**src/rtl/write_back_queue.sv**
```systemverilog
// In-order write-back FIFO feeding an enable-loaded register with a registered write strobe.
// Optional same-edge bypass into the output register when empty: define WRITE_BACK_QUEUE_BYPASS_EN.
module write_back_queue #(
  parameter int WIDTH = 16,
  parameter int DEPTH = 4
) (
  input  logic                     clock,
  input  logic                     reset_n,
  input  logic                     in_valid,
  input  logic [WIDTH-1:0]         in_data,
  output logic                     in_ready,
  input  logic                     out_stall,
  output logic                     out_enable,
  output logic [WIDTH-1:0]         out_data,
  output logic [$clog2(DEPTH):0]   level,
  output logic                     full,
  output logic                     empty
);

  localparam int PTR_W = $clog2(DEPTH);
  localparam int LVL_W = PTR_W + 1;

  logic [WIDTH-1:0] mem [DEPTH];
  logic [PTR_W-1:0] rd_ptr;
  logic [PTR_W-1:0] wr_ptr;
  logic [LVL_W-1:0] level_q;
  logic             push;
  logic             pop;
  logic             bypass;
  logic             store;

  assign level    = level_q;
  assign full     = (level_q == LVL_W'(DEPTH));
  assign empty    = (level_q == '0);
  assign in_ready = !full && reset_n;

  assign push = in_valid && in_ready;
  assign pop  = !out_stall && !empty;

`ifdef WRITE_BACK_QUEUE_BYPASS_EN
  // An empty, unstalled queue hands the incoming result straight to the output register.
  assign bypass = push && empty && !out_stall;
`else
  assign bypass = 1'b0;
`endif
  assign store = push && !bypass;

  // Storage stage: data only, no reset
  always_ff @(posedge clock) begin
    if (store) mem[wr_ptr] <= in_data;
  end

  // Control and output register stage; pointers wrap naturally since DEPTH is a power of two
  always_ff @(posedge clock or negedge reset_n) begin
    if (!reset_n) begin
      rd_ptr     <= '0;
      wr_ptr     <= '0;
      level_q    <= '0;
      out_enable <= 1'b0;
      out_data   <= '0;
    end else begin
      if (store) wr_ptr <= wr_ptr + PTR_W'(1);
      if (pop)   rd_ptr <= rd_ptr + PTR_W'(1);

      case ({store, pop})
        2'b10:   level_q <= level_q + LVL_W'(1);
        2'b01:   level_q <= level_q - LVL_W'(1);
        default: level_q <= level_q;
      endcase

      out_enable <= pop || bypass;
      if (pop)         out_data <= mem[rd_ptr];
      else if (bypass) out_data <= in_data;
    end
  end

endmodule
```
**config.mk**
```make
export PLATFORM = sky130hd
export DESIGN_NAME = write_back_queue
export DESIGN_NICKNAME = d
export VERILOG_FILES = /design/src/rtl/write_back_queue.sv
export SDC_FILE = /design/constraint.sdc
export NUM_CORES = 1
export LEC_CHECK = 0
export ABC_CLOCK_PERIOD_IN_PS = 2500
export CAP_MARGIN = 25
export CELL_PAD_IN_SITES_DETAIL_PLACEMENT = 2
export CELL_PAD_IN_SITES_GLOBAL_PLACEMENT = 2
export CORE_ASPECT_RATIO = 0.75
export CORE_MARGIN = 5
export CORE_UTILIZATION = 42
export CTS_CLUSTER_DIAMETER = 120
export DETAILED_ROUTE_END_ITERATION = 16
export MAX_ROUTING_LAYER = met4
export PLACE_DENSITY = 0.83
export SYNTH_ARGS = -nofsm -noshare
export SYNTH_HDL_FRONTEND = slang
export SYNTH_SLANG_ARGS = --single-unit
export TNS_END_PERCENT = 10
```
**constraint.sdc**
```tcl
create_clock -name clock -period 2.5 [get_ports clock]
set_clock_uncertainty 0.1 [all_clocks]
set_input_delay 0.5 -clock clock [delete_from_list [all_inputs] [get_ports clock]]
set_output_delay 0.5 -clock clock [all_outputs]
set_load 0.02 [all_outputs]
```
== Yosys cells after proc, flatten, opt, wreduce, memory -nomap -nowiden ==
Memories as Yosys holds them, arrays and structs flattened. A register that Yosys moved wholly into a read port is not among the register bits.
Cells that the tools add are included.
Widths: inputs -> output; s select.

* Memories kept: 1
* Memory bits (writable): 64
* Word-level logic and storage cells: 24
* Bits of input ports: 20
* Register bits: 8
* Output and inout port bits: 23

* Reduce and logical (&&, ||, !) cells: 9
* Muxes and demuxes: 3
* Equality and inequality tests: 3
* Add/subtract/negate cells: 4

{| class="wikitable"
|+ Memory list
! name !! words !! bits a word !! rd ports !! clocked after memory_dff !! wr ports !! RTL line !! RTL
|-
| mem || 4 || 16 || 1 || 1 || 1 || 23 || <nowiki>logic [WIDTH-1:0] mem [DEPTH];</nowiki>
|}

{| class="wikitable"
|+ Operators with widths
! operator !! count
|-
| $pmux 3 s2 || 1
|-
| $add 2x1->2 const B || 2
|-
| $logic_not 1->1 || 4
|-
| $add 3x1->3 const B || 1
|-
| $eq 3x3->1 const B || 1
|-
| $logic_and 1x1->1 || 3
|-
| $logic_not 3->1 || 1
|-
| $sub 3x1->3 const B || 1
|-
| $eq 2x1->1 const B || 1
|-
| $eq 2x2->1 const B || 1
|-
| $mux 1 || 2
|-
| $reduce_bool 2->1 || 1
|}

== Longest topological paths before layout ==
* Depth after elaboration: 6
* Depth in mapped cells: 10
* Depth with buffers taken out: 9

== Least setup slack after synthesis ==
Ideal clock, no wire load.

* Path kind: register to register
* Start point: register level_q[0], in the netlist level[0]
* End point: register level_q[2], in the netlist level[2]
* Path slack: 0.114 ns
* Arrival time: 2.206 ns
* Clock period less this slack: 2.386 ns
* Path buffers: 1
* Setup time: 0.080 ns
* Stages on the path, launching flop included: 11
* Data required time: 2.320 ns
* Cells stage by stage: dfrtp_1 or3b_1 and3_1 buf_6 inv_2 ha_1 inv_1 fa_1 xor2_1 nor2_1 xor2_1

* Word-level cells in the longest chain between the ends: 6
* Elaborated cells between the ends (all ways): 13
* Classes of those cells: add/sub: 2; eq/ne: 3; mux: 1; reduce/logical: 7

{| class="wikitable"
|+ Ends and longest elaborated chain
! element !! RTL line !! RTL
|-
| from (decl) || 26 || <nowiki>logic [LVL_W-1:0] level_q;</nowiki>
|-
| from (signal assigned) || 66 || <nowiki>2'b10: level_q <= level_q + LVL_W'(1);</nowiki>
|-
| from (signal assigned) || 67 || <nowiki>2'b01: level_q <= level_q - LVL_W'(1);</nowiki>
|-
| from (signal assigned) || 68 || <nowiki>default: level_q <= level_q;</nowiki>
|-
| $eq 3x3->1 || 33 || <nowiki>assign full = (level_q == LVL_W'(DEPTH));</nowiki>
|-
| $logic_not 1->1 || 35 || <nowiki>assign in_ready = !full && reset_n;</nowiki>
|-
| $logic_and 1x1->1 || 35 ||
|-
| $logic_and 1x1->1 || 37 || <nowiki>assign push = in_valid && in_ready;</nowiki>
|-
| $eq 2x1->1 / $eq 2x2->1 (equally long branches) || 65 || <nowiki>case ({store, pop})</nowiki>
|-
| $pmux 3 s2 / $reduce_bool 2->1 (equally long branches) || -- ||
|}

Several ways; a longest one is shown, not always the timed one.
A chain may end at the register's enable or synchronous reset.

== Final worst setup path ==
* Start point: register level_q[0], in the netlist level[0]
* End point: output port empty

* Word-level cells in the longest chain between the ends: 1

{| class="wikitable"
|+ Ends and longest elaborated chain
! element !! RTL line !! RTL
|-
| $logic_not 3->1 || 34 || <nowiki>assign empty = (level_q == '0);</nowiki>
|-
| to (decl) || 17 || <nowiki>output logic empty</nowiki>
|}

No other way between the ends.

==> impl_results.md <==
- Status: complete, no violations
- Crit path buffers/inverters: 1
- Chip height: 87.7 µm
- Htree depth: 3
- Fin. Hold Viols: 0
- Synth Net Count: 184
- Initial DRC Count: 49
- WL/cell: 20.4 µm
- GR Util All Layers: 15.5%
- Starting density of the core: 43.0%
- Filler Cell Count: 687
- Post-synthesis cell count: 158
- Crit Reg-Reg Startpoint: level[0]$_DFFE_PN0P_
- Count leader, synth: edfxtp_1
- Synth warn: 0
- Detailed Place HPWL: 4810 µm
- Drt drc: 0
- FF+latch count, synth: 88
- WS Path Type: reg2out
- R2R Path End: level[2]$_DFFE_PN0P_
- Post-synth top cells: 64 x edfxtp_1, 24 x dfrtp_1, 16 x mux2_2, 16 x mux4_2, 6 x inv_1
- Critical Path RT: 1.90 ns
- Setup TNS: 0 ns
- # rows: 28
- Pwr Density: 1120 mW/mm²
- I/O Buffers: 42
- Vias in the first global route: 1949
- Top cell type by total area after synthesis: edfxtp_1
- Antenna cell count: 0
- Arr. time, crit path: 1.79 ns
- Final setup vio count: 0
- Global-route wire length before repair: 11000 µm
- R2r worst-path depth: 9
- Critical path fanouts, max: 5
- DIE WIDTH: 114 µm
- Die ar.: 0.00995 mm²
- Synth top area share: 56.9%
- Crit path from: level[0]$_DFFE_PN0P_
- Root buf cell: clkbuf_8
- Final WL: 6790 µm
- Area Overhead vs Synth: 24.6%
- Post-synth EDFFs: 64
- Synth Flop Type: edfxtp_1
- Post-layout min period: 2.39 ns
- Worst vdd ir: 441 µV
- Slew HR: 73.6%
- Synth top area cells: edfxtp_1 57%, dfrtp_1 18%, mux4_2 11%, mux2_2 5.3%, ha_1 1.9%
- Crit path cell chain: nor3_2, clkdlybuf4s50_1
- Clk buf depth: 2
- Max incr delay on CP: 0.67 ns
- CP endpoint kind: output pin
- Antenna violations before repair: 0
- Tcrit/Tclk final: 95.7%
- Top cell family by delay on the critical path: buffers and inverters
- Worst R2R Setup Slack: 0.16 ns
- Pleak: 1.53 nW
- CP Launch Type: register
- Max Transition Viols Final: 0
- Largest net degree at the start of global routing: 23
- Routed Antenna Nets: 0
- Placed Area: 0.00401 mm²
- Skew-Pair Late Insertion Delay: 0.34 ns
- Mean Syn Cell Area: 21.4 µm²
- Post-Layout Inst Area: 0.00421 mm²
- Synth unique cells: 21
- GPL Wtd Cong: 0.759
- Area of the multi-input gates: 779 µm²
- Overflow after GRT: 0
- Sinks on Clock Net: 88
- Max Freq: 418 MHz
- CTS Buf Count: 9
- Max-Cap Viols: 0
- Post-synth ARST share: 27.3%
- 1st-pass router iterations: 4
- CTS clk-pin slew, worst paths: 0.08 ns
- Worst slew pin tran: 0.396 ns
- TritonCTS clock tree: yes
- Ports: 43
- Mapped Area: 0.00338 mm²
- Critical-path top delay cell: clkdlybuf4s50_1
- Core ar.: 0.00785 mm²
- Final nets: 248
- Sequential area share after synthesis: 74.7%
- Share of layout cells above drive strength 1: 30.0%
- Hold Path Class: in2async
- DR vias: 1632
- Reg area: 0.00252 mm²
- Vias/cell: 4.92
- RSZ-0062 raised after global routing: false
stage by stage:
step           hold WS, ns  setup slack, ns  total power, mW  cells  util (%)
2_1_floorplan        0.104            0.114             3.10    158         -
5_1_grt              0.408          0.00994             4.97    332      53.6
6_report             0.399            0.107             4.70    332      53.6
4_1_cts              0.396           0.0440             4.78    331      53.5
3_3_place_gp         0.391           0.0931             3.72    315      51.1
3_5_place_dp         0.400           0.0385             3.83    315      51.1
flip-flops by register name, summed over array words and instances (netlist names):
signal      cells
out_enable      1
wr_ptr          2
mem            64
rd_ptr          2
out_data       16
level           3
cells by family after synthesis:
family / share of synthesized area, %
mux: 16.7
flops: 74.7
buf+inv: 2.22
simple gates: 2.33
fa+ha+maj: 2.45
xor+xnor: 1.56
cells in the final DEF (no fill, tap or decap), types with 2 or more instances in the layout:
| cell | netlist | final |
|---|---|---|
| inv_1 | 6 | 6 |
| dfrtp_1 | 24 | 23 |
| clkdlybuf4s50_1 | 0 | 40 |
| buf_4 | 0 | 16 |
| and2_1 | 5 | 5 |
| dlygate4sd2_1 | 0 | 2 |
| edfxtp_1 | 64 | 64 |
| clkinv_2 | 0 | 2 |
| ha_1 | 5 | 5 |
| mux2_2 | 16 | 16 |
| clkbuf_8 | 0 | 9 |
| mux4_2 | 16 | 16 |
| xor2_1 | 4 | 4 |
| xnor2_1 | 2 | 2 |
power breakdown:
group | switching [mW] | internal [mW]
clock | 0.480 | 0.459
combinational | 0.790 | 0.898
sequential | 0.184 | 1.89
total | 1.45 | 3.25
worst max-delay path by stage:
stage,end,cells after the start
finish,empty,2
global route,level[2]$_DFFE_PN0P_,9
CTS,empty,2
detailed placement,level[2]$_DFFE_PN0P_,9
global placement,level[2]$_DFFE_PN0P_,9
floorplan,level[2]$_DFFE_PN0P_,10
area by class of cell:
type | instances | share of cell area, %
timing repair buffer | 59 | 13.3
multi-input combinational | 57 | 18.5
clock inverter | 6 | 1.43
sequential | 88 | 60.0
inverter | 7 | 0.625
clock buffer | 10 | 3.03
tap | 105 | 3.12
routing by layer:
layer  wire, µm  global-route usage [%]
met1       2970                    19.0
met2       3440                    25.7
met3        308                    4.21
met4         61                    4.37
met5          0                       -
timing repair:
action,4_1_cts,5_1_grt
hold buffers,0,0
gates resized for setup,2,1
buffers inserted,0,1
pin swaps,0,0
hold endpoints to repair,0,0
endpoints found under the setup margin,2,2
Note: power is estimated with default switching activity, not from simulation.
